**config.mk**
```make
export PLATFORM = sky130hd
export DESIGN_NAME = hazard_ctrl_flat
export DESIGN_NICKNAME = d
export VERILOG_FILES = /design/src/rtl/mips_pkg.sv /design/src/rtl/hazard_ctrl_if.sv /design/src/rtl/mdu_busy_counter.sv /design/src/rtl/hazard_ctrl.sv /design/src/flat_wrapper.sv
export SDC_FILE = /design/constraint.sdc
export NUM_CORES = 1
export LEC_CHECK = 0
export BUFFER_PORTS_ARGS = -buffer_cell sky130_fd_sc_hd__buf_2
export CAP_MARGIN = 20
export CORE_MARGIN = 10
export CORE_UTILIZATION = 43
export DETAILED_ROUTE_END_ITERATION = 8
export GPL_ROUTABILITY_DRIVEN = 0
export PLACE_DENSITY = 0.78
export SLEW_MARGIN = 0
export SYNTH_ARGS = -nofsm -noshare
export SYNTH_HDL_FRONTEND = slang
export SYNTH_SLANG_ARGS = --single-unit
```
**constraint.sdc**
```tcl
create_clock -name clk -period 2.7 [get_ports clk]
set_clock_uncertainty 0.15 [all_clocks]
set_input_delay 0.405 -clock clk [delete_from_list [all_inputs] [get_ports clk]]
set_output_delay 0.405 -clock clk [all_outputs]
set_load 0.1 [all_outputs]
```
**src/rtl/mips_pkg.sv**
```systemverilog
// Shared MIPS decode constants and hazard-controller FSM encoding.
package mips_pkg;

  localparam int unsigned OP_W   = 6;
  localparam int unsigned REG_W  = 5;
  localparam int unsigned CNT_W  = 4;
  localparam int unsigned PERF_W = 16;

  localparam logic [OP_W-1:0] OP_RTYPE = 6'h00;
  localparam logic [OP_W-1:0] OP_BEQ   = 6'h04;
  localparam logic [OP_W-1:0] OP_BNE   = 6'h05;

  localparam logic [OP_W-1:0] FN_MFHI  = 6'h10;
  localparam logic [OP_W-1:0] FN_MFLO  = 6'h12;
  localparam logic [OP_W-1:0] FN_MULT  = 6'h18;
  localparam logic [OP_W-1:0] FN_DIV   = 6'h1A;

  typedef enum logic [1:0] {
    RUN      = 2'd0,
    HOLD     = 2'd1,
    MDU_WAIT = 2'd2
  } hz_state_e;

  function automatic logic is_muldiv(input logic [OP_W-1:0] op, input logic [OP_W-1:0] funct);
    return (op == OP_RTYPE) && ((funct == FN_MULT) || (funct == FN_DIV));
  endfunction

  function automatic logic is_mfhilo(input logic [OP_W-1:0] op, input logic [OP_W-1:0] funct);
    return (op == OP_RTYPE) && ((funct == FN_MFHI) || (funct == FN_MFLO));
  endfunction

endpackage

```
**src/rtl/hazard_ctrl_if.sv**
```systemverilog
// ID/EX hazard information in, pipeline control enables out.
interface hazard_ctrl_if;
  import mips_pkg::*;

  logic [OP_W-1:0]  id_op;
  logic [OP_W-1:0]  id_funct;
  logic [REG_W-1:0] id_rs;
  logic [REG_W-1:0] id_rt;
  logic             branch_equal;
  logic             ex_memread;
  logic             ex_regwrite;
  logic [REG_W-1:0] ex_wr;

  logic pc_write;
  logic ifid_write;
  logic ifid_flush;
  logic idex_bubble;
  logic pc_src;
  logic mdu_busy;

  modport master (
    output id_op, id_funct, id_rs, id_rt, branch_equal, ex_memread, ex_regwrite, ex_wr,
    input  pc_write, ifid_write, ifid_flush, idex_bubble, pc_src, mdu_busy
  );

  modport slave (
    input  id_op, id_funct, id_rs, id_rt, branch_equal, ex_memread, ex_regwrite, ex_wr,
    output pc_write, ifid_write, ifid_flush, idex_bubble, pc_src, mdu_busy
  );
endinterface

```
**src/rtl/mdu_busy_counter.sv**
```systemverilog
// Multiply/divide occupancy counter: loads MDU_LAT-1 on issue, counts down to 0.
module mdu_busy_counter
  import mips_pkg::*;
#(
  parameter int unsigned MDU_LAT = 4
) (
  input  logic             clk,
  input  logic             rst,
  input  logic             load,
  output logic [CNT_W-1:0] cnt,
  output logic             busy
);

  localparam logic [CNT_W-1:0] LOAD_VAL = CNT_W'(MDU_LAT - 1);

  always_ff @(posedge clk or posedge rst) begin
    if (rst) begin
      cnt <= '0;
    end else if (load) begin
      cnt <= LOAD_VAL;
    end else if (cnt != '0) begin
      cnt <= cnt - CNT_W'(1);
    end
  end

  assign busy = (cnt != '0);

endmodule

```
**src/rtl/hazard_ctrl.sv**
```systemverilog
// MIPS ID-stage hazard controller: load-use, branch-dependency and MDU stalls, branch flush.
// Optional HAZARD_PERF_EN adds saturating stall_cnt / flush_cnt event counters.
module hazard_ctrl
  import mips_pkg::*;
#(
  parameter int unsigned MDU_LAT = 4
) (
  input  logic              clk,
  input  logic              rst,
  hazard_ctrl_if.slave      hz
`ifdef HAZARD_PERF_EN
  ,
  output logic [PERF_W-1:0] stall_cnt,
  output logic [PERF_W-1:0] flush_cnt
`endif
);

  hz_state_e        state;
  hz_state_e        state_nx;
  logic [CNT_W-1:0] mdu_cnt;
  logic             mdu_busy;
  logic             mdu_load;
  logic             stall;
  logic             flush;

  logic is_br;
  logic is_md;
  logic is_mf;
  logic reg_hit;
  logic lu;
  logic br_dep;
  logic taken;
  logic mdu_hz;

  assign is_br   = (hz.id_op == OP_BEQ) || (hz.id_op == OP_BNE);
  assign is_md   = is_muldiv(hz.id_op, hz.id_funct);
  assign is_mf   = is_mfhilo(hz.id_op, hz.id_funct);
  assign reg_hit = (hz.ex_wr != '0) && ((hz.ex_wr == hz.id_rs) || (hz.ex_wr == hz.id_rt));
  assign lu      = hz.ex_memread && reg_hit;
  assign br_dep  = is_br && hz.ex_regwrite && reg_hit;
  assign taken   = ((hz.id_op == OP_BEQ) && hz.branch_equal) ||
                   ((hz.id_op == OP_BNE) && !hz.branch_equal);
  assign mdu_hz  = mdu_busy && (is_md || is_mf);

  always_ff @(posedge clk or posedge rst) begin
    if (rst) begin
      state <= RUN;
    end else begin
      state <= state_nx;
    end
  end

  // MDU_WAIT is only entered with more than one busy cycle left, so it always exits on mdu_cnt==1.
  always_comb begin
    state_nx = state;
    stall    = 1'b0;
    flush    = 1'b0;
    case (state)
      RUN: begin
        if (mdu_hz) begin
          stall = 1'b1;
          if (mdu_cnt > CNT_W'(1)) state_nx = MDU_WAIT;
        end else if (br_dep && hz.ex_memread) begin
          stall    = 1'b1;
          state_nx = HOLD;
        end else if (lu || br_dep) begin
          stall = 1'b1;
        end else if (taken) begin
          flush = 1'b1;
        end
      end
      HOLD: begin
        stall    = 1'b1;
        state_nx = RUN;
      end
      MDU_WAIT: begin
        stall = 1'b1;
        if (mdu_cnt <= CNT_W'(1)) state_nx = RUN;
      end
      default: state_nx = RUN;
    endcase
  end

  assign mdu_load = is_md && !stall && !rst;

  mdu_busy_counter #(
    .MDU_LAT (MDU_LAT)
  ) u_mdu_cnt (
    .clk  (clk),
    .rst  (rst),
    .load (mdu_load),
    .cnt  (mdu_cnt),
    .busy (mdu_busy)
  );

  // Reset forces a flushed, bubbled, frozen front end.
  assign hz.pc_write    = !rst && !stall;
  assign hz.ifid_write  = !rst && !stall;
  assign hz.ifid_flush  = rst || flush;
  assign hz.idex_bubble = rst || stall;
  assign hz.pc_src      = !rst && flush;
  assign hz.mdu_busy    = mdu_busy;

`ifdef HAZARD_PERF_EN
  always_ff @(posedge clk or posedge rst) begin
    if (rst) begin
      stall_cnt <= '0;
      flush_cnt <= '0;
    end else begin
      if (stall && (stall_cnt != '1)) stall_cnt <= stall_cnt + PERF_W'(1);
      if (flush && (flush_cnt != '1)) flush_cnt <= flush_cnt + PERF_W'(1);
    end
  end
`endif

endmodule

```
**src/flat_wrapper.sv**
```systemverilog
// flat-port wrapper written by rule: the top's interface ports become plain ports
module hazard_ctrl_flat import mips_pkg::*;
#(
  parameter int unsigned MDU_LAT = 4
)
  (clk, rst, hz_id_op, hz_id_funct, hz_id_rs, hz_id_rt, hz_branch_equal, hz_ex_memread, hz_ex_regwrite, hz_ex_wr, hz_pc_write, hz_ifid_write, hz_ifid_flush, hz_idex_bubble, hz_pc_src, hz_mdu_busy);
  hazard_ctrl_if hz_i ();
  input  logic clk;
  input  logic rst;
  input wire logic [$bits(hz_i.id_op)-1:0] hz_id_op;
  input wire logic [$bits(hz_i.id_funct)-1:0] hz_id_funct;
  input wire logic [$bits(hz_i.id_rs)-1:0] hz_id_rs;
  input wire logic [$bits(hz_i.id_rt)-1:0] hz_id_rt;
  input wire logic [$bits(hz_i.branch_equal)-1:0] hz_branch_equal;
  input wire logic [$bits(hz_i.ex_memread)-1:0] hz_ex_memread;
  input wire logic [$bits(hz_i.ex_regwrite)-1:0] hz_ex_regwrite;
  input wire logic [$bits(hz_i.ex_wr)-1:0] hz_ex_wr;
  output wire logic [$bits(hz_i.pc_write)-1:0] hz_pc_write;
  output wire logic [$bits(hz_i.ifid_write)-1:0] hz_ifid_write;
  output wire logic [$bits(hz_i.ifid_flush)-1:0] hz_ifid_flush;
  output wire logic [$bits(hz_i.idex_bubble)-1:0] hz_idex_bubble;
  output wire logic [$bits(hz_i.pc_src)-1:0] hz_pc_src;
  output wire logic [$bits(hz_i.mdu_busy)-1:0] hz_mdu_busy;
  assign hz_i.id_op = hz_id_op;
  assign hz_i.id_funct = hz_id_funct;
  assign hz_i.id_rs = hz_id_rs;
  assign hz_i.id_rt = hz_id_rt;
  assign hz_i.branch_equal = hz_branch_equal;
  assign hz_i.ex_memread = hz_ex_memread;
  assign hz_i.ex_regwrite = hz_ex_regwrite;
  assign hz_i.ex_wr = hz_ex_wr;
  assign hz_pc_write = hz_i.pc_write;
  assign hz_ifid_write = hz_i.ifid_write;
  assign hz_ifid_flush = hz_i.ifid_flush;
  assign hz_idex_bubble = hz_i.idex_bubble;
  assign hz_pc_src = hz_i.pc_src;
  assign hz_mdu_busy = hz_i.mdu_busy;
  hazard_ctrl #(.MDU_LAT(MDU_LAT)) u_core (.clk(clk), .rst(rst), .hz(hz_i));
endmodule
```
==> key figures, run 1 <==
Synth
  – Xor and xnor area share after synthesis: 0.169
  – Ys Warns: 0
  – Yosys cell types: 32
  – Synth Area in Simple Gates: 0.273
  – Mapped Cells: 80
  – Syn Std Cell Area: 674 sq um
  – Synth Flop Type: dfrtp_1
  – Yosys reg bits: 6
  – Compound-gate portion of the synthesized area: 0.156
  – Syn_area_per_cell: 8.43 sq um
  – Synth Area in Adders: 0.111
  – Post-Synthesis Net Count: 118
  – Post-synthesis sequential area ratio: 0.223
  – Post-synth ARST share: 1.00
  – Mux cell area share after synthesis: 0.0167
  – Main combinational cell family by area after synthesis: simple AND/OR/NAND/NOR gates
  – Number of synthesized flops with an enable pin: 0

Setup path
  – Reg-to-Reg Start: u_core.u_mdu_cnt.cnt[0]
  – Reg2reg end: u_core.u_mdu_cnt.cnt[2]
  – Reg2reg setup slack: 0.59 ns
  – Worst Path Max Fanout: 2
  – Worst Setup SP: u_core.u_mdu_cnt.cnt[0]
  – CP required: 2.14 ns
  – Worst Setup Start Kind: flip-flop
  – CP Capture Type: primary output
  – CP arrival: 2.03 ns
  – Worst R2R Path Depth: 8
  – Crit Path Category: reg2out

Global route
  – First-pass GRT wire length: 3330 um
  – GR Util All Layers: 0.117
  – GRT Residual Overflow: 0
  – Number of global-route vias before repair: 734
  – Largest net degree at the start of global routing: 8
  – Initial antenna violation count: 0

Timing
  – Fin. Hold Viols: 0
  – Worst Tran Pin Value: 0.499 ns
  – Number of setup violations in the final report: 0
  – Fin crit period: 2.58 ns
  – Final max-slew violation count: 0
  – RSZ-0062 raised after global routing: no
  – Worst hold slack: 0.420 ns
  – Fmax: 388 MHz
  – Final worst setup slack: 0.120 ns
  – TNS Setup: 0 ns
  – Max-slew headroom: 0.670
  – Tcrit/Tclk final: 0.956

Power
  – Switching pwr: 0.294 mW
  – Clock power share: 0.129
  – Seq pwr share: 0.255
  – VDD IR-drop max: 536 uV
  – Static Leak: 0.512 nW
  – Comb pwr share: 0.617
  – Cell-internal power: 0.338 mW
  – Pwr Density: 598 nW/um^2
  – Total Power: 0.632 mW
  – Sw frac: 0.466

Layout
  – Reg area: 150 sq um
  – N_diodes: 0
  – Multi-input logic area: 517 sq um
  – FILL cells: 111
  – Nets: 168
  – P&R area growth vs syn: 56.8%
  – Non-filler instance count after layout: 144
  – Share of cells above drive strength 1: 0.461

Placed design
  – Pre-CTS setup slack: 0.102 ns
  – Number of port buffers: 36
  – Dpl hpwl: 1650 um
  – Cell count after placement: 135

Min path
  – Hold crit path type: in2reg
  – Hold Path Sink: u_core.state[1]
  – Hold_sp: hz_ex_regwrite
  – Hold Path Stages: 4

Detailed routing
  – DRT Pass-1 Iters: 4
  – Remaining antenna violation count: 0
  – Post-route DRC: 0
  – Final wirelength: 2040 um
  – Via-per-instance ratio: 5.29
  – WL/cell: 14.2 um
  – Initial DRC count: 22
  – Via count: 762

Clocking
  – CTS buffer count: 3
  – Worst-Skew Late Latency: 0.25 ns
  – CTS Root Cell: clkbuf_4
  – Deepest clock path buffer count: 2
  – Worst-path clk slew: 0.04 ns
  – H-tree levels: 1
  – Clk sink count: 6
  – TritonCTS clock tree: done

Floorplanning
  – # rows: 14
  – Die Width: 59.6 um
  – Die H: 59.6 um
  – Number of I/O pins: 38
  – Starting Density: 0.453
  – Die Footprint: 3550 sq um
  – Core area: 1490 sq um

Status
  – Status: completed

Flow run
  – Max Cap Viol: 0
-- placed cells by master, fill, tap and decap left out, types with 4 or more instances in the layout --
master / Yosys / routed
nand2_1: 4 / 4
o21ai_0: 4 / 4
dfrtp_1: 6 / 6
nor3_1: 6 / 5
buf_2: 1 / 32
nor2_1: 7 / 6
xor2_1: 10 / 10
buf_4: 1 / 10
ha_1: 6 / 5
inv_1: 6 / 5
buf_12: 0 / 4
-- through the flow --
step            util  area [sq um]
2_1_floorplan      -           723
3_3_place_gp   0.659           981
3_5_place_dp   0.659           981
4_1_cts        0.696          1040
5_1_grt        0.710          1060
6_report       0.710          1060
-- metal layers --
layer	vias to the layer above	track usage	routed length (um)
met3	0	0.0515	188
li1	388	-	-
met1	345	0.121	789
met4	0	0.0192	0
met2	29	0.214	1070
met5	-	0	0
-- power by group through the flow --
stage | Clock (mW) | Sequential, mW | Combinational (mW)
global placement | 0 | 0.159 | 0.335
detailed placement | 0 | 0.161 | 0.344
global route | 0.0887 | 0.164 | 0.435
finish | 0.0814 | 0.161 | 0.390
CTS | 0.0865 | 0.159 | 0.374
floorplan | 0 | 0.152 | 0.283
-- sequential cells by signal, indices dropped and copies added, names as in the netlist --
name,cells
u_core.u_mdu_cnt.cnt,4
u_core.state,2
-- repair_timing --
action,in CTS,in global routing
setup buffers,3,2
hold endpoints to repair,6,0
hold buffers,1,0
setup endpoints to repair,1,1
resized for setup,1,2
pin swaps,1,1
-- synthesized netlist by cell type (2+ instances only) --
| cell type | n | area share |
|---|---|---|
| xor2_1 | 10 | 0.13 |
| nor2_1 | 7 | 0.039 |
| dfrtp_1 | 6 | 0.22 |
| ha_1 | 6 | 0.11 |
| inv_1 | 6 | 0.033 |
| nor3_1 | 6 | 0.045 |
| a21oi_1 | 4 | 0.030 |
| nand2_1 | 4 | 0.022 |
| o21ai_0 | 4 | 0.030 |
| xnor2_1 | 3 | 0.039 |
| nand4_1 | 2 | 0.019 |
| or3_1 | 2 | 0.019 |
-- final cells by class --
| type | count | share of cell area |
|---|---|---|
| Tap cell | 16 | 0.0189 |
| Sequential cell | 6 | 0.142 |
| Inverter | 6 | 0.0213 |
| Timing Repair Buffer | 47 | 0.308 |
| Multi-Input combinational cell | 66 | 0.489 |
| Clock buffer | 3 | 0.0213 |
-- worst max-delay path by stage --
| stage | end | depth (start not counted) |
|---|---|---|
| 2_1_floorplan | hz_pc_write | 8 |
| 3_3_place_gp | hz_idex_bubble | 7 |
| 3_5_place_dp | hz_idex_bubble | 7 |
| 4_1_cts | hz_idex_bubble | 7 |
| 5_1_grt | hz_idex_bubble | 7 |
| 6_report | hz_idex_bubble | 7 |
-- logic make-up after synthesis --
group	after synthesis
AOI/OAI and AO/OA	16
xor gates and xnor gates	13
adders and majority gates	6
buffers and inverters	8
DFF	6
muxes	1
and+or+nand+nor	30
-- worst max-delay path, cell delays in order, from the launching register on --
cell and delay (ns):
dfrtp_1 0.39, inv_1 0.09, ha_2 0.17, or3b_4 0.39
nand4_1 0.12, a21oi_2 0.10, or3_4 0.35, buf_12 0.17
Power figures use the tool's default switching activity.
==> inputs of run 2 (changes only) <==
--- a/config.mk
+++ b/config.mk
@@ -5,13 +5,14 @@
 export SDC_FILE = /design/constraint.sdc
 export NUM_CORES = 1
 export LEC_CHECK = 0
+export ABC_AREA = 1
 export BUFFER_PORTS_ARGS = -buffer_cell sky130_fd_sc_hd__buf_2
 export CAP_MARGIN = 20
 export CORE_MARGIN = 10
-export CORE_UTILIZATION = 43
+export CORE_UTILIZATION = 40
 export DETAILED_ROUTE_END_ITERATION = 8
 export GPL_ROUTABILITY_DRIVEN = 0
-export PLACE_DENSITY = 0.78
+export PLACE_DENSITY = 0.71
 export SLEW_MARGIN = 0
 export SYNTH_ARGS = -nofsm -noshare
 export SYNTH_HDL_FRONTEND = slang
==> run 2 against run 1 <==
Register-to-register slack gained 0.34 ns. Sequential share of layout area shrank 0.81 points. Combinational power increased by 49%. Setup slack improved by 0.19 ns. Final area is 6.0% higher. Critical path depth is 4 higher. Global-route usage down 1.9 points.
==> key figures, run 2 <==
Status
  – Status: completed (unchanged)

Power
  – Static Leak: 0.657 nW (was 0.512 nW)
  – VDD IR-drop max: 589 uV (was 536 uV)
  – Pwr Density: 733 nW/um^2 (was 598 nW/um^2)

Clocking
  – # resized after CTS: 0 (was 1)
  – Deepest clock path buffer count: 2 (unchanged)
  – Clk sink count: 6 (unchanged)
  – CTS hold repair buffers: 0 (was 1)
  – TritonCTS clock tree: done (unchanged)
  – CTS Root Cell: clkbuf_4 (unchanged)
  – Post-CTS setup buffers: 0 (was 3)
  – H-tree levels: 1 (unchanged)
  – Worst-path clk slew: 0.04 ns (about the same)
  – CTS buffer count: 3 (unchanged)
  – Worst-Skew Late Latency: 0.23 ns (was 0.25 ns)

Placed design
  – DP Area: 1100 sq um (was 981 sq um)
  – Pre-CTS setup slack: 0.404 ns (was 0.102 ns)
  – Cell count after placement: 191 (was 135)
  – Dpl hpwl: 1780 um (was 1650 um)
  – Number of port buffers: 36 (unchanged)

Setup path
  – Reg2reg end: u_core.state[0] (was u_core.u_mdu_cnt.cnt[2])
  – Reg-to-Reg Start: u_core.state[0] (was u_core.u_mdu_cnt.cnt[0])
  – CP required: 2.14 ns (about the same)
  – Crit Path Category: reg2out (unchanged)
  – Worst R2R Path Depth: 8 (unchanged)
  – Reg2reg setup slack: 0.93 ns (was 0.59 ns)
  – Worst Path Max Fanout: 6 (was 2)
  – CP arrival: 1.83 ns (was 2.03 ns)
  – CP Capture Type: primary output (unchanged)
  – Worst Setup Start Kind: flip-flop (unchanged)

Synth
  – Post-Synthesis Net Count: 169 (was 118)
  – Post-synth top area share: 0.198 (was 0.223)
  – Number of synthesized flops with an enable pin: 0 (unchanged)
  – Post-synthesis sequential area ratio: 0.194 (was 0.223)
  – Syn_area_per_cell: 5.92 sq um (was 8.43 sq um)
  – Commonest cells in the netlist: nand2_1, inv_1, nor2_1 (was xor2_1, nor2_1)
  – Post-synth ARST share: 1.00 (unchanged)
  – Syn Std Cell Area: 776 sq um (was 674 sq um)
  – Ys Warns: 0 (unchanged)
  – Mapped Cells: 131 (was 80)
  – Yosys reg bits: 6 (unchanged)
  – Yosys cell types: 23 (was 32)
  – Top-count cell post-synth: nand2_1 (was xor2_1)
  – Top post-synthesis cells by area: nand2_1, dfrtp_1, inv_1 (was dfrtp_1, xor2_1, ha_1)
  – Synth Flop Type: dfrtp_1 (unchanged)
  – Synth area leader: nand2_1 (was dfrtp_1)

Global route
  – GRT Residual Overflow: 0 (unchanged)
  – GR Util All Layers: 0.0979 (was 0.117)
  – Largest net degree at the start of global routing: 10 (was 8)
  – Number of global-route vias before repair: 830 (was 734)
  – Initial antenna violation count: 0 (unchanged)
  – First-pass GRT wire length: 3470 um (was 3330 um)

Floorplanning
  – Starting Density: 0.435 (was 0.453)
  – # rows: 15 (was 14)
  – Die Width: 64.0 um (was 59.6 um)
  – Die Footprint: 4100 sq um (was 3550 sq um)
  – Number of I/O pins: 38 (unchanged)
  – Core area: 1780 sq um (was 1490 sq um)
  – Die H: 64.0 um (was 59.6 um)

Layout
  – Most flops, register: u_core.u_mdu_cnt.cnt (unchanged)
  – Nets: 209 (was 168)
  – P&R area growth vs syn: 44.5% (was 56.8%)
  – Commonest cells after routing, fill and taps aside: nand2_1, buf_2, inv_1 (was buf_2, xor2_1, buf_4)
  – Max reg flops: 4 (unchanged)
  – Non-filler instance count after layout: 194 (was 144)
  – Share of cells above drive strength 1: 0.320 (was 0.461)
  – Biggest regs: u_core.u_mdu_cnt.cnt (4), u_core.state (2) (unchanged)
  – N_diodes: 0 (unchanged)
  – FILL cells: 174 (was 111)
  – Final instance area: 1120 sq um (was 1060 sq um)
  – Commonest non-fill, non-tap cell in the layout: nand2_1 (was buf_2)

Detailed routing
  – DRT Pass-1 Iters: 4 (unchanged)
  – Post-route DRC: 0 (unchanged)
  – Remaining antenna violation count: 0 (unchanged)
  – Initial DRC count: 26 (was 22)
  – Final wirelength: 1940 um (was 2040 um)
  – Via-per-instance ratio: 4.37 (was 5.29)
  – Via count: 848 (was 762)
  – WL/cell: 10.0 um (was 14.2 um)

Min path
  – Hold crit path type: in2async (was in2reg)

Timing
  – RSZ-0062 raised after global routing: no (unchanged)
  – Fmax: 419 MHz (was 388 MHz)
  – Fin. Hold Viols: 0 (unchanged)
  – Worst Tran Pin Value: 0.487 ns (was 0.499 ns)
  – Fin crit period: 2.39 ns (was 2.58 ns)
  – Final worst setup slack: 0.314 ns (was 0.120 ns)
  – Max-slew headroom: 0.678 (was 0.670)
  – Final max-slew violation count: 0 (unchanged)
  – Worst hold slack: 0.0389 ns (was 0.420 ns)
  – Number of setup violations in the final report: 0 (unchanged)
  – Tcrit/Tclk final: 0.884 (was 0.956)

Flow run
  – Max Cap Viol: 0 (unchanged)
==> run 2: cell types whose count changed in the layout (fill, tap and decap cells not counted), moves of 5 or more <==
cell / previous run / this run
inv_1: 5 / 27
nand2_1: 4 / 40
nor2_1: 6 / 14
nand3_1: 1 / 6
buf_4: 10 / 0
xor2_1: 10 / 1
==> run 2: routing by layer <==
| metal | track usage | wire [um] | vias up |
|---|---|---|---|
| met2 | 0.153 | 883 | 25 |
| met1 | 0.122 | 905 | 352 |
| li1 | - | - | 469 |
| met5 | 0 | 0 | - |
| met4 | 0.0383 | 4 | 0 |
| met3 | 0.0296 | 150 | 2 |
==> run 2: how the worst max path moves through the flow <==
stage | startpoint | end | slack [ns] | cells after the start
4_1_cts | u_core.u_mdu_cnt.cnt[0] | hz_ifid_write | 0.30 | 11
3_5_place_dp | hz_id_op[1] | hz_ifid_write | 0.40 | 12
6_report | u_core.u_mdu_cnt.cnt[0] | hz_ifid_write | 0.31 | 11
2_1_floorplan | u_core.u_mdu_cnt.cnt[0] | hz_pc_write | -0.10 | 11
3_3_place_gp | hz_id_op[1] | hz_ifid_write | 0.42 | 12
5_1_grt | u_core.u_mdu_cnt.cnt[0] | hz_ifid_write | 0.15 | 11
==> run 2: power by group <==
group / leakage (nW) / total [mW] / switching [mW] / internal (mW)
logic: 0.569 / 0.580 / 0.371 / 0.209
clock network: 0.0138 / 0.0756 / 0.0258 / 0.0498
registers: 0.0738 / 0.166 / 0.0345 / 0.131
==> run 2: logic make-up after synthesis <==
group                      share of synthesized area
AOI/OAI and AO/OA                             0.0532
adders and majority gates                     0.0968
DFF                                            0.194
xor gates and xnor gates                      0.0564
buffers and inverters                          0.160
and+or+nand+nor                                0.440
==> run 2: metrics by stage <==
stage / total power [mW] / TNS, ns / util
final: 0.821 / 0 / 0.629
after global routing: 0.903 / 0 / 0.629
after global placement: 0.737 / 0 / 0.616
after CTS: 0.833 / 0 / 0.629
after floorplan: 0.619 / -0.104 / -
after detailed placement: 0.752 / 0 / 0.616
==> run 2: critical path, cell delays in order, from the launching register on <==
cell	delay [ns]
dfrtp_1	0.40
inv_2	0.08
ha_4	0.18
nand2_8	0.07
nand4_1	0.13
nand2_1	0.11
nand2_1	0.05
nand2_1	0.07
nand2_2	0.10
nand2_8	0.09
clkinvlp_4	0.13
buf_12	0.19
==> run 2: layout make-up <==
cell class	instances	area (sq um)	area share
sequential	6	150	0.134
tap	25	31.3	0.0279
inverter	31	120	0.107
clock buffer	3	22.5	0.0201
timing repair buffer	36	255	0.228
multi-input combinational	93	542	0.483
==> inputs of run 3 (changes only) <==
--- a/config.mk
+++ b/config.mk
@@ -9,10 +9,11 @@
 export BUFFER_PORTS_ARGS = -buffer_cell sky130_fd_sc_hd__buf_2
 export CAP_MARGIN = 20
 export CORE_MARGIN = 10
-export CORE_UTILIZATION = 40
+export CORE_UTILIZATION = 41
 export DETAILED_ROUTE_END_ITERATION = 8
 export GPL_ROUTABILITY_DRIVEN = 0
-export PLACE_DENSITY = 0.71
+export PLACE_DENSITY = 0.75
+export REMOVE_ABC_BUFFERS = 1
 export SLEW_MARGIN = 0
 export SYNTH_ARGS = -nofsm -noshare
 export SYNTH_HDL_FRONTEND = slang
==> constraint.sdc (replaced) <==
create_clock -name clk -period 2 [get_ports clk]
set_clock_uncertainty 0.15 [all_clocks]
set_input_delay 0.3 -clock clk [delete_from_list [all_inputs] [get_ports clk]]
set_output_delay 0.3 -clock clk [all_outputs]
set_load 0.1 [all_outputs]
==> run 3 against run 2 <==
Critical endpoint is now hz_idex_bubble. Die area fell by 1.7%. Core utilization is 10 points higher. Non-clock buffer count rose by 19. Sequential cell count stayed put. Largest power group unchanged. Setup slack got worse by 0.46 ns. Critical path depth stayed put. Clock-buffer cell count unchanged. Largest cell class unchanged. Wire length rose by 38%. First-iteration DRC count grew 7.7%. Via count up 15%. The flow now finishes with violations (setup timing).
==> key figures, run 3 (same netlist as run 2, synthesis figures left out) <==
Detailed routing
  – Via count: 977 (was 848)
  – WL met3: 114 um (was 150 um)
  – Met1 wire length: 1090 um (was 905 um)
  – DRT Pass-1 Iters: 4 (unchanged)
  – Remaining antenna violation count: 0 (unchanged)
  – Final wirelength: 2670 um (was 1940 um)
  – WL/cell: 12.5 um (was 10.0 um)
  – Met2 wire len: 1430 um (was 883 um)
  – Post-route DRC: 0 (unchanged)
  – Via-per-instance ratio: 4.59 (was 4.37)
  – Top sig layer: met4 (unchanged)
  – Initial DRC count: 28 (was 26)

Power
  – Sw frac: 0.485 (was 0.525)
  – Clock power share: 0.076 (was 0.092)
  – Seq pwr share: 0.163 (was 0.202)
  – Total Power: 1.37 mW (was 0.821 mW)
  – Cell-internal power: 0.706 mW (was 0.390 mW)
  – Comb pwr share: 0.761 (was 0.706)
  – Pwr Density: 1060 nW/um^2 (was 733 nW/um^2)
  – VDD IR-drop max: 981 uV (was 589 uV)
  – Static Leak: 0.770 nW (was 0.657 nW)
  – Switching pwr: 0.666 mW (was 0.431 mW)

Min path
  – Hold_sp: hz_id_funct[3]
  – Hold Path Sink: u_core.u_mdu_cnt.cnt[1]
  – Hold Path Stages: 5
  – Hold crit path type: in2reg (was in2async)

Setup path
  – Reg2reg setup slack: 0.09 ns (was 0.93 ns)
  – Worst Setup Start Kind: flip-flop (unchanged)
  – Crit Path Category: reg2out (unchanged)
  – Worst Path Max Fanout: 2 (was 6)
  – Cell count along the critical path: 11 (unchanged)
  – Worst Path Buf+Inv: 3 (unchanged)
  – CP max stage delay: 0.38 ns (was 0.40 ns)
  – CP arrival: 1.70 ns (was 1.83 ns)
  – Reg-to-Reg Start: u_core.u_mdu_cnt.cnt[0] (was u_core.state[0])
  – CP max stage cell: dfrtp_1 (unchanged)
  – Reg2reg end: u_core.state[0] (unchanged)
  – CP top delay family: simple AND/OR/NAND/NOR gates (unchanged)
  – CP Capture Type: primary output (unchanged)
  – CP cell instances: inv_2 -> ha_4 -> nand2_4 -> nand4_1 -> nand2_1 -> nand2_1 -> nand2_1 -> nand2_2 -> nand2_4 -> buf_6 -> buf_12 (was inv_2 -> ha_4 -> nand2_8 -> nand4_1 -> nand2_1 -> nand2_1 -> nand2_1 -> nand2_2 -> nand2_8 -> clkinvlp_4 -> buf_12)
  – Crit path top cell by count: nand2_1 (unchanged)
  – Worst R2R Path Depth: 11 (was 8)
  – CP required: 1.55 ns (was 2.14 ns)

Global route
  – Initial antenna violation count: 0 (unchanged)
  – First-pass GRT wire length: 3810 um (was 3470 um)
  – Number of global-route vias before repair: 933 (was 830)
  – Largest net degree at the start of global routing: 9 (was 10)
  – GRT Residual Overflow: 0 (unchanged)
  – GR Util All Layers: 0.110 (was 0.0979)

Clocking
  – Worst-Skew Late Latency: 0.24 ns (was 0.23 ns)
  – CTS Root Cell: clkbuf_4 (unchanged)
  – H-tree levels: 1 (unchanged)
  – Clk sink count: 6 (unchanged)
  – Worst-path clk slew: 0.04 ns (about the same)
  – Deepest clock path buffer count: 2 (unchanged)
  – TritonCTS clock tree: done (unchanged)
  – CTS buffer count: 3 (unchanged)

Layout
  – Commonest cells after routing, fill and taps aside: nand2_1, buf_2, inv_1 (unchanged)
  – Nets: 228 (was 209)
  – Share of cells above drive strength 1: 0.394 (was 0.320)
  – FILL cells: 158 (was 174)
  – Multi-input logic area: 548 sq um (was 542 sq um)
  – Reg area: 150 sq um (unchanged)
  – Post-Route Utilization: 0.731 (was 0.629)
  – Max reg flops: 4 (unchanged)
  – Most flops, register: u_core.u_mdu_cnt.cnt (unchanged)
  – Biggest regs: u_core.u_mdu_cnt.cnt (4), u_core.state (2) (unchanged)
  – P&R area growth vs syn: 66.3% (was 44.5%)
  – Commonest non-fill, non-tap cell in the layout: nand2_1 (unchanged)
  – N_diodes: 0 (unchanged)

Timing
  – Fmax: 466 MHz
  – Number of setup violations in the final report: 5 (was 0)
  – RSZ-0062 raised after global routing: yes (was no)
  – Max-slew headroom: 0.788 (was 0.678)
  – Fin. Hold Viols: 0 (unchanged)
  – Final max-slew violation count: 0 (unchanged)
  – Tcrit/Tclk final: 1.07
  – Final worst setup slack: -0.148 ns (was 0.314 ns)
  – Worst Tran Pin Value: 0.316 ns (was 0.487 ns)
  – Fin crit period: 2.15 ns

Placed design
  – Number of port buffers: 36 (unchanged)
  – Dpl hpwl: 1960 um (was 1780 um)
  – Pre-CTS setup slack: -0.0787 ns (was 0.404 ns)

Floorplanning
  – Starting Density: 0.440 (was 0.435)
  – Number of I/O pins: 38 (unchanged)
  – Die H: 63.5 um (was 64.0 um)
  – Die Width: 63.5 um (was 64.0 um)
  – Core area: 1760 sq um (was 1780 sq um)
  – Die Footprint: 4030 sq um (was 4100 sq um)
  – # rows: 15 (unchanged)

Flow run
  – Max Cap Viol: 0 (unchanged)

Status
  – Status: finished with violations (was completed)
  – Failing checks: setup timing
[run 3: timing repair]
item,in CTS,in global routing
endpoints found under the hold margin,6,0
buffers inserted,3,5
setup endpoints to repair,5,7
gates resized for setup,11,5
hold buffers,1,0
pin swaps,3,0
[run 3: final cells by class]
class,count,share of cell area
Multi-Input combinational cell,93,0.425
Timing Repair Buffer,55,0.325
Sequential cell,6,0.116
Inverter,31,0.0921
Tap cell,25,0.0242
Clock buffer,3,0.0175
[run 3: worst max-delay path by stage]
| stage | start | to | slack, ns |
|---|---|---|---|
| 2_1_floorplan | u_core.u_mdu_cnt.cnt[0] | hz_ifid_write | -1.76 |
| 3_3_place_gp | hz_ex_wr[3] | hz_pc_src | -0.04 |
| 3_5_place_dp | hz_ex_wr[3] | hz_pc_src | -0.08 |
| 4_1_cts | u_core.u_mdu_cnt.cnt[1] | hz_pc_write | -0.07 |
| 5_1_grt | u_core.u_mdu_cnt.cnt[0] | hz_idex_bubble | -0.24 |
| 6_report | u_core.u_mdu_cnt.cnt[0] | hz_idex_bubble | -0.15 |
[run 3: power groups by stage]
stage	combinational, mW	sequential, mW	clock (mW)
floorplan	0.522	0.214	0
global placement	0.825	0.210	0
detailed placement	0.850	0.216	0
CTS	0.922	0.218	0.111
global route	1.12	0.225	0.120
finish	1.04	0.223	0.104
[run 3: worst reg2reg max path, cell delays in order, from the launching register on]
cell      delay, ns
dfrtp_1        0.38
inv_2          0.07
ha_4           0.16
nand2_4        0.06
buf_4          0.09
buf_4          0.14
inv_2          0.08
nor4_4         0.25
nand2_1        0.11
o21ai_2        0.08
o21bai_1       0.14
a21oi_1        0.09
[run 3: routing by layer]
| metal | vias to the layer above | global-route usage |
|---|---|---|
| met5 | - | 0 |
| met2 | 25 | 0.205 |
| met1 | 442 | 0.119 |
| met4 | 0 | 0.0383 |
| li1 | 506 | - |
| met3 | 4 | 0.0230 |
[run 3: stage by stage]
| step | area, sq um | TNS [ns] | hold WS [ns] | std cells |
|---|---|---|---|---|
| floorplan | 768 | -5.69 | -0.0269 | 130 |
| global placement | 1140 | -0.0393 | 0.164 | 201 |
| detailed placement | 1140 | -0.0921 | 0.164 | 201 |
| CTS | 1230 | -0.306 | 0.288 | 208 |
| global route | 1290 | -0.891 | 0.332 | 213 |
| finish | 1290 | -0.496 | 0.303 | 213 |
